--- src/rtl/l2_request_arbiter_pkg.sv ---
`default_nettype none
// +------------------------------------------------------------------------+
// | Module      : l2_request_arbiter_pkg                                   |
// | Description : Shared types for the L2 request arbiter: request packet, |
// |               core id type, core count and a small mask helper.        |
// | Options     : L2_ARB_PERF_COUNTERS_EN (see l2_request_arbiter)         |
// | Revision    : 1.0 - initial release                                    |
// +------------------------------------------------------------------------+

`ifndef NUM_CORES
`define NUM_CORES 4
`endif

package l2_request_arbiter_pkg;

  localparam int NUM_CORES        = `NUM_CORES;
  localparam int CORE_ID_WIDTH    = (NUM_CORES > 1) ? $clog2(NUM_CORES) : 1;
  localparam int PERF_COUNT_WIDTH = 32;

  typedef logic [CORE_ID_WIDTH-1:0] core_id_t;

  typedef enum logic [1:0] {
    L2_OP_LOAD  = 2'd0,
    L2_OP_STORE = 2'd1,
    L2_OP_FLUSH = 2'd2,
    L2_OP_INVAL = 2'd3
  } l2_op_t;

  typedef struct packed {
    logic        valid;
    l2_op_t      op;
    logic [31:0] address;
    logic [31:0] data;
  } l2req_packet_t;

  // True when two or more bits of the mask are set.
  function automatic logic multi_hot(input logic [15:0] mask);
    return (mask & (mask - 16'd1)) != 16'd0;
  endfunction

endpackage

`default_nettype wire

--- src/rtl/l2_request_arbiter_if.sv ---
`default_nettype none
// +------------------------------------------------------------------------+
// | Module      : l2_request_arbiter_if                                    |
// | Description : Bundle of core request inputs, per-core ready, the       |
// |               registered winning packet and the L2 stall input.        |
// | Options     : L2_ARB_PERF_COUNTERS_EN adds performance counter outputs |
// | Revision    : 1.0 - initial release                                    |
// +------------------------------------------------------------------------+

interface l2_request_arbiter_if
  import l2_request_arbiter_pkg::*;
#(
  parameter int NUM_REQUESTERS = NUM_CORES,
  parameter int ID_WIDTH       = (NUM_REQUESTERS > 1) ? $clog2(NUM_REQUESTERS) : 1
) ();

  l2req_packet_t [NUM_REQUESTERS-1:0] l2i_request;
  logic          [NUM_REQUESTERS-1:0] l2_ready;
  l2req_packet_t                      arb_request;
  logic          [ID_WIDTH-1:0]       arb_core_id;
  logic                               l2_stall;
`ifdef L2_ARB_PERF_COUNTERS_EN
  logic [NUM_REQUESTERS-1:0][PERF_COUNT_WIDTH-1:0] perf_grant_count;
  logic [PERF_COUNT_WIDTH-1:0]                     perf_conflict_count;

  modport master (
    output l2i_request, l2_stall,
    input  l2_ready, arb_request, arb_core_id, perf_grant_count, perf_conflict_count
  );
  modport slave (
    input  l2i_request, l2_stall,
    output l2_ready, arb_request, arb_core_id, perf_grant_count, perf_conflict_count
  );
`else
  modport master (
    output l2i_request, l2_stall,
    input  l2_ready, arb_request, arb_core_id
  );
  modport slave (
    input  l2i_request, l2_stall,
    output l2_ready, arb_request, arb_core_id
  );
`endif

endinterface

`default_nettype wire

--- src/rtl/l2_request_arbiter_rr_arbiter.sv ---
`default_nettype none
// +------------------------------------------------------------------------+
// | Module      : l2_request_arbiter_rr_arbiter                            |
// | Description : Generic round-robin arbiter. Searches the request mask   |
// |               starting one past the last grant; owns last_grant.       |
// | Revision    : 1.0 - initial release                                    |
// +------------------------------------------------------------------------+

module l2_request_arbiter_rr_arbiter #(
  parameter int NUM_REQUESTERS = 4,
  parameter int ID_WIDTH       = (NUM_REQUESTERS > 1) ? $clog2(NUM_REQUESTERS) : 1
) (
  input  logic                      clk,
  input  logic                      reset,
  input  logic [NUM_REQUESTERS-1:0] request_i,
  input  logic                      update_lru_i,
  output logic [NUM_REQUESTERS-1:0] grant_oh_o,
  output logic [ID_WIDTH-1:0]       grant_idx_o
);

  // Pointer starts at the top so requester 0 has first priority after reset.
  localparam logic [ID_WIDTH-1:0] c_last_reset = ID_WIDTH'(NUM_REQUESTERS - 1);

  logic [ID_WIDTH-1:0] last_grant_q;
  logic                found;
  int                  cand;
  logic [ID_WIDTH-1:0] cand_idx;

  // Rotating priority search: first requester after last_grant wins.
  always_comb begin
    grant_oh_o  = '0;
    grant_idx_o = '0;
    found       = 1'b0;
    cand        = 0;
    cand_idx    = '0;
    for (int k = 1; k <= NUM_REQUESTERS; k++) begin
      cand = int'(last_grant_q) + k;
      if (cand >= NUM_REQUESTERS) cand = cand - NUM_REQUESTERS;
      cand_idx = ID_WIDTH'(cand);
      if (!found && request_i[cand_idx]) begin
        found                 = 1'b1;
        grant_oh_o[cand_idx]  = 1'b1;
        grant_idx_o           = cand_idx;
      end
    end
  end

  // Remember the winner only when its request was actually accepted.
  always_ff @(posedge clk or posedge reset) begin
    if (reset) begin
      last_grant_q <= c_last_reset;
    end else if (update_lru_i) begin
      last_grant_q <= grant_idx_o;
    end
  end

endmodule

`default_nettype wire

--- src/rtl/l2_request_arbiter.sv ---
`default_nettype none
// +------------------------------------------------------------------------+
// | Module      : l2_request_arbiter                                       |
// | Description : Round-robin share of the single L2 request port between  |
// |               the core request interfaces, with a one-entry registered |
// |               output stage that loads while the L2 consumes.           |
// | Options     : define L2_ARB_PERF_COUNTERS_EN for per-requester grant   |
// |               counters and a conflict counter.                         |
// | Revision    : 1.0 - initial release                                    |
// +------------------------------------------------------------------------+

module l2_request_arbiter
  import l2_request_arbiter_pkg::*;
#(
  parameter int NUM_REQUESTERS = NUM_CORES,
  parameter int ID_WIDTH       = (NUM_REQUESTERS > 1) ? $clog2(NUM_REQUESTERS) : 1
) (
  input  logic                 clk,
  input  logic                 reset,
  l2_request_arbiter_if.slave  bus
);

  logic [NUM_REQUESTERS-1:0] req_valid;
  logic [NUM_REQUESTERS-1:0] grant_oh;
  logic [ID_WIDTH-1:0]       grant_idx;
  logic                      can_load;
  logic                      any_grant;
  logic                      transfer;

  l2req_packet_t             arb_request_q, arb_request_d;
  logic [ID_WIDTH-1:0]       arb_core_id_q, arb_core_id_d;

  for (genvar g = 0; g < NUM_REQUESTERS; g++) begin : g_req_valid
    assign req_valid[g] = bus.l2i_request[g].valid;
  end

  // Output stage is free when empty or when the L2 takes it this cycle.
  assign can_load  = !arb_request_q.valid || !bus.l2_stall;
  assign any_grant = |grant_oh;
  assign transfer  = can_load && any_grant;

  l2_request_arbiter_rr_arbiter #(
    .NUM_REQUESTERS (NUM_REQUESTERS),
    .ID_WIDTH       (ID_WIDTH)
  ) u_rr_arbiter (
    .clk          (clk),
    .reset        (reset),
    .request_i    (req_valid),
    .update_lru_i (transfer),
    .grant_oh_o   (grant_oh),
    .grant_idx_o  (grant_idx)
  );

  assign bus.l2_ready    = can_load ? grant_oh : '0;
  assign bus.arb_request = arb_request_q;
  assign bus.arb_core_id = arb_core_id_q;

  // Next output: load the winner, drain to empty, or hold under stall.
  always_comb begin
    arb_request_d = arb_request_q;
    arb_core_id_d = arb_core_id_q;
    if (can_load) begin
      if (any_grant) begin
        arb_request_d = bus.l2i_request[grant_idx];
        arb_core_id_d = grant_idx;
      end else begin
        arb_request_d.valid = 1'b0;
      end
    end
  end

  // One-entry output register; reset discards any in-flight packet.
  always_ff @(posedge clk or posedge reset) begin
    if (reset) begin
      arb_request_q <= '0;
      arb_core_id_q <= '0;
    end else begin
      arb_request_q <= arb_request_d;
      arb_core_id_q <= arb_core_id_d;
    end
  end

`ifdef L2_ARB_PERF_COUNTERS_EN
  logic [NUM_REQUESTERS-1:0][PERF_COUNT_WIDTH-1:0] perf_grant_q;
  logic [PERF_COUNT_WIDTH-1:0]                     perf_conflict_q;

  for (genvar g = 0; g < NUM_REQUESTERS; g++) begin : g_perf_grant
    // Count accepted requests per core; wraps naturally at 2^32.
    always_ff @(posedge clk or posedge reset) begin
      if (reset) begin
        perf_grant_q[g] <= '0;
      end else if (transfer && grant_oh[g]) begin
        perf_grant_q[g] <= perf_grant_q[g] + 1'b1;
      end
    end
  end

  // Count cycles where a load was possible but several cores competed.
  always_ff @(posedge clk or posedge reset) begin
    if (reset) begin
      perf_conflict_q <= '0;
    end else if (can_load && multi_hot(16'(req_valid))) begin
      perf_conflict_q <= perf_conflict_q + 1'b1;
    end
  end

  assign bus.perf_grant_count    = perf_grant_q;
  assign bus.perf_conflict_count = perf_conflict_q;
`endif

endmodule

`default_nettype wire

--- src/flat_wrapper.sv ---
// flat-port wrapper written by rule: the top's interface ports become plain ports
module l2_request_arbiter_flat import l2_request_arbiter_pkg::*;
#(
  parameter int NUM_REQUESTERS = NUM_CORES,
  parameter int ID_WIDTH       = (NUM_REQUESTERS > 1) ? $clog2(NUM_REQUESTERS) : 1
)
  (clk, reset, bus_l2i_request, bus_l2_stall, bus_l2_ready, bus_arb_request, bus_arb_core_id);
  l2_request_arbiter_if #(.NUM_REQUESTERS(NUM_REQUESTERS), .ID_WIDTH(ID_WIDTH)) bus_i ();
  input  logic clk;
  input  logic reset;
  input wire logic [$bits(bus_i.l2i_request)-1:0] bus_l2i_request;
  input wire logic [$bits(bus_i.l2_stall)-1:0] bus_l2_stall;
  output wire logic [$bits(bus_i.l2_ready)-1:0] bus_l2_ready;
  output wire logic [$bits(bus_i.arb_request)-1:0] bus_arb_request;
  output wire logic [$bits(bus_i.arb_core_id)-1:0] bus_arb_core_id;
  assign bus_i.l2i_request = bus_l2i_request;
  assign bus_i.l2_stall = bus_l2_stall;
  assign bus_l2_ready = bus_i.l2_ready;
  assign bus_arb_request = bus_i.arb_request;
  assign bus_arb_core_id = bus_i.arb_core_id;
  l2_request_arbiter #(.NUM_REQUESTERS(NUM_REQUESTERS), .ID_WIDTH(ID_WIDTH)) u_core (.clk(clk), .reset(reset), .bus(bus_i));
endmodule
--- config.mk ---
export PLATFORM = sky130hd
export DESIGN_NAME = l2_request_arbiter_flat
export DESIGN_NICKNAME = d
export VERILOG_FILES = /design/src/rtl/l2_request_arbiter_pkg.sv /design/src/rtl/l2_request_arbiter_if.sv /design/src/rtl/l2_request_arbiter_rr_arbiter.sv /design/src/rtl/l2_request_arbiter.sv /design/src/flat_wrapper.sv
export SDC_FILE = /design/constraint.sdc
export NUM_CORES = 1
export LEC_CHECK = 0
export BUFFER_PORTS_ARGS = -buffer_cell sky130_fd_sc_hd__buf_2
export CAP_MARGIN = 10
export CORE_AREA = 2 2 135 137
export DETAILED_ROUTE_END_ITERATION = 10
export DIE_AREA = 0 0 137 139
export PLACE_DENSITY_LB_ADDON = 0.05
export REMOVE_ABC_BUFFERS = 1
export SLEW_MARGIN = 20
export SYNTH_ARGS = -nofsm -noshare
export SYNTH_HDL_FRONTEND = slang
export SYNTH_SLANG_ARGS = --single-unit
--- constraint.sdc ---
create_clock -name clk -period 4.25 [get_ports clk]
set_clock_uncertainty 0.2 [all_clocks]
set_input_delay 0.2125 -clock clk [delete_from_list [all_inputs] [get_ports clk]]
set_output_delay 0.2125 -clock clk [all_outputs]
set_load 0.1 [all_outputs]
==> reports/qor.csv <==
metric;value;unit
max cap viols;0;
vias per inst;4.86;
share of cells above drive strength 1;68.5;%
Std-Cell Rows;49;
most common flop cell mapped by yosys;dfrtp_1;
register area;1780;sq um
vias in the first global route;4471;
fin crit period;3.77;ns
Initial Utilization;27.5;%
Hold Crit Class;in2reg;
Wirelength per Cell;18.6;microns
startpoint types;flop;
count of final max-slew check failures;0;
router iterations before antenna repair;4;
synth top area cells;dfrtp_1 36%, mux4_2 32%, mux2_1 14%;
CTS tree;yes;
status;complete, no violations;
CTS root buf;clkbuf_16;
Setup-failing EPs final;0;
first-pass GRT wire length;24.8;mm
maximum buffer depth of the clock tree;2;
flops & latches, synth;71;
Ports;344;
Slew headroom;53.0;%
Worst Setup End Kind;flop;
Worst EP required;4.26;ns
RSZ-0062 raised after global routing;false;
WP data arrival;3.79;ns
grt total ovfl;0;
core area;17700;sq um
total CTS buffers;9;
Die Wd;137;microns
max frequency;265;MHz
Die Span Y;139;microns
fill count;1762;
asr flop ratio synth;100;%
multi-input logic area;2880;sq um
DR DRC count;0;
H-tree levels;3;
Syn Std Cell Area;4860;sq um
gpl congestion;0.811;
initial antenna violation count;4;
Yosys cell types;38;
total wire length;16.6;mm
Skew-Pair Late Insertion Delay;0.34;ns
Initial DRC Count;199;
Syn-to-layout area delta;45.8;%
Commonest cells post-synth;69 x dfrtp_1, 69 x mux4_2, 60 x mux2_1;
Port Buffers;343;
critical path type;reg2reg;
hpwl dp;13.3;mm
worst slew pin tran;0.704;ns
crit share post-route;88.8;%
clock sinks;71;
Fin Hold WS;0.0973;ns
average size of a mapped cell;15.3;sq um
Post-DRT Antenna Nets;0;
Mapped Cells;318;
Vias;4317;
final net count;931;
largest net degree at the start of global routing;41;
register area share after synthesis;36.6;%
leading area contributor after synthesis;dfrtp_1;
Max FO, Critical Path;30;
EDFF count, synth;0;
Syn. warnings;0;
setup bufs post-CTS;0;
Yosys top cell area share;35.5;%
Fin. Hold Viols;0;
die area;19000;sq um
clk slew on worst S/H paths;0.06;ns
total track usage;17.2;%
[sequential cells by signal (all words and copies together), names as in the netlist]
| signal | count |
|---|---|
| u_core.u_rr_arbiter.last_grant_q | 2 |
| u_core.bus.arb_request | 67 |
| u_core.bus.arb_core_id | 2 |
[cell usage in the layout (no fill, tap or decap), drive strengths merged, types with 2 or more instances in the layout]
cell / n
buf: 350
nand3b: 3
clkinv: 3
diode: 3
ha: 8
a21oi: 12
mux2i: 4
mux4: 69
dfrtp: 69
mux2: 70
nor2: 5
nor3: 2
nor3b: 2
o21ai: 10
a31oi: 3
dfstp: 2
nand2: 7
nor2b: 2
inv: 5
clkbuf: 13
[path summary, 6_finish.rpt]
path,end,cells past startpoint,slack (ns),start
setup / recovery,u_core.bus.arb_request[44]$_DFFE_PP0P_,9,0.48,u_core.u_rr_arbiter.last_grant_q[0]$_DFFE_PP1P_
hold / removal,u_core.bus.arb_request[7]$_DFFE_PP0P_,3,0.1,bus_l2i_request[74]
setup reg to reg,u_core.bus.arb_request[44]$_DFFE_PP0P_,9,0.48,u_core.u_rr_arbiter.last_grant_q[0]$_DFFE_PP1P_
hold reg to reg,u_core.bus.arb_request[58]$_DFFE_PP0P_,1,0.28,u_core.bus.arb_request[58]$_DFFE_PP0P_
max in group asynchronous,u_core.bus.arb_request[53]$_DFFE_PP0P_,4,2.60,reset
min in group asynchronous,u_core.bus.arb_request[42]$_DFFE_PP0P_,3,0.30,reset
[logic make-up (layout without fill, tap and decap cells)]
group,count (synthesis),in the layout,share of synthesized area (%)
and+or+nand+nor,28,28,3.22
muxes,143,143,49.0
buffers and inverters,34,373,4.56
AOI/OAI and AO/OA,34,34,4.53
adders and majority gates,8,8,2.06
other,0,3,0
DFF,71,71,36.6
[worst max-delay path, cell delays in order (launching register included)]
cell     delay [ns]
dfstp_2        0.74
inv_1          0.19
ha_1           0.43
mux2_2         0.37
mux2i_1        0.37
a31oi_1        0.18
a21oi_1        0.33
a31oi_4        0.15
buf_4          0.29
mux2_1         0.37
[repair_timing]
action / CTS / global route
gates resized for setup: 0 / 0
hold buffers: 1 / 0
endpoints found under the hold margin: 35 / 0
[through the flow]
stage                     setup TNS, ns  cells  utilization, %  area (sq um)  setup WS, ns
after CTS                             0    886            40.1          7080         0.485
after global routing                  0    889            40.1          7090         0.257
after floorplan                 -109.39    290               -          4660         -1.61
after detailed placement              0    869            38.4          6770         0.486
after global placement                0    869            38.4          6770         0.575
final                                 0    889            40.1          7090         0.477
[per-layer routing]
layer / wire [microns] / vias up / global-route usage (%)
met5: 16 / - / 0
met4: 348 / 2 / 7.05
met3: 1290 / 25 / 3.65
met2: 8800 / 215 / 30.7
met1: 6110 / 2118 / 19.6
li1: - / 1957 / -
[cell type report]
cell class	count	area share, %
clock buffers	13	3.53
diodes	3	0.106
clock inverters	3	0.618
multi-input cells	213	40.6
inverters	6	0.336
flip-flops and latches	71	25.1
repair buffers	351	25.6
well taps	229	4.04
Power is left out: the tool's default activity adds up to more than one toggle a clock period on the data nets, which glitch-free logic cannot reach.
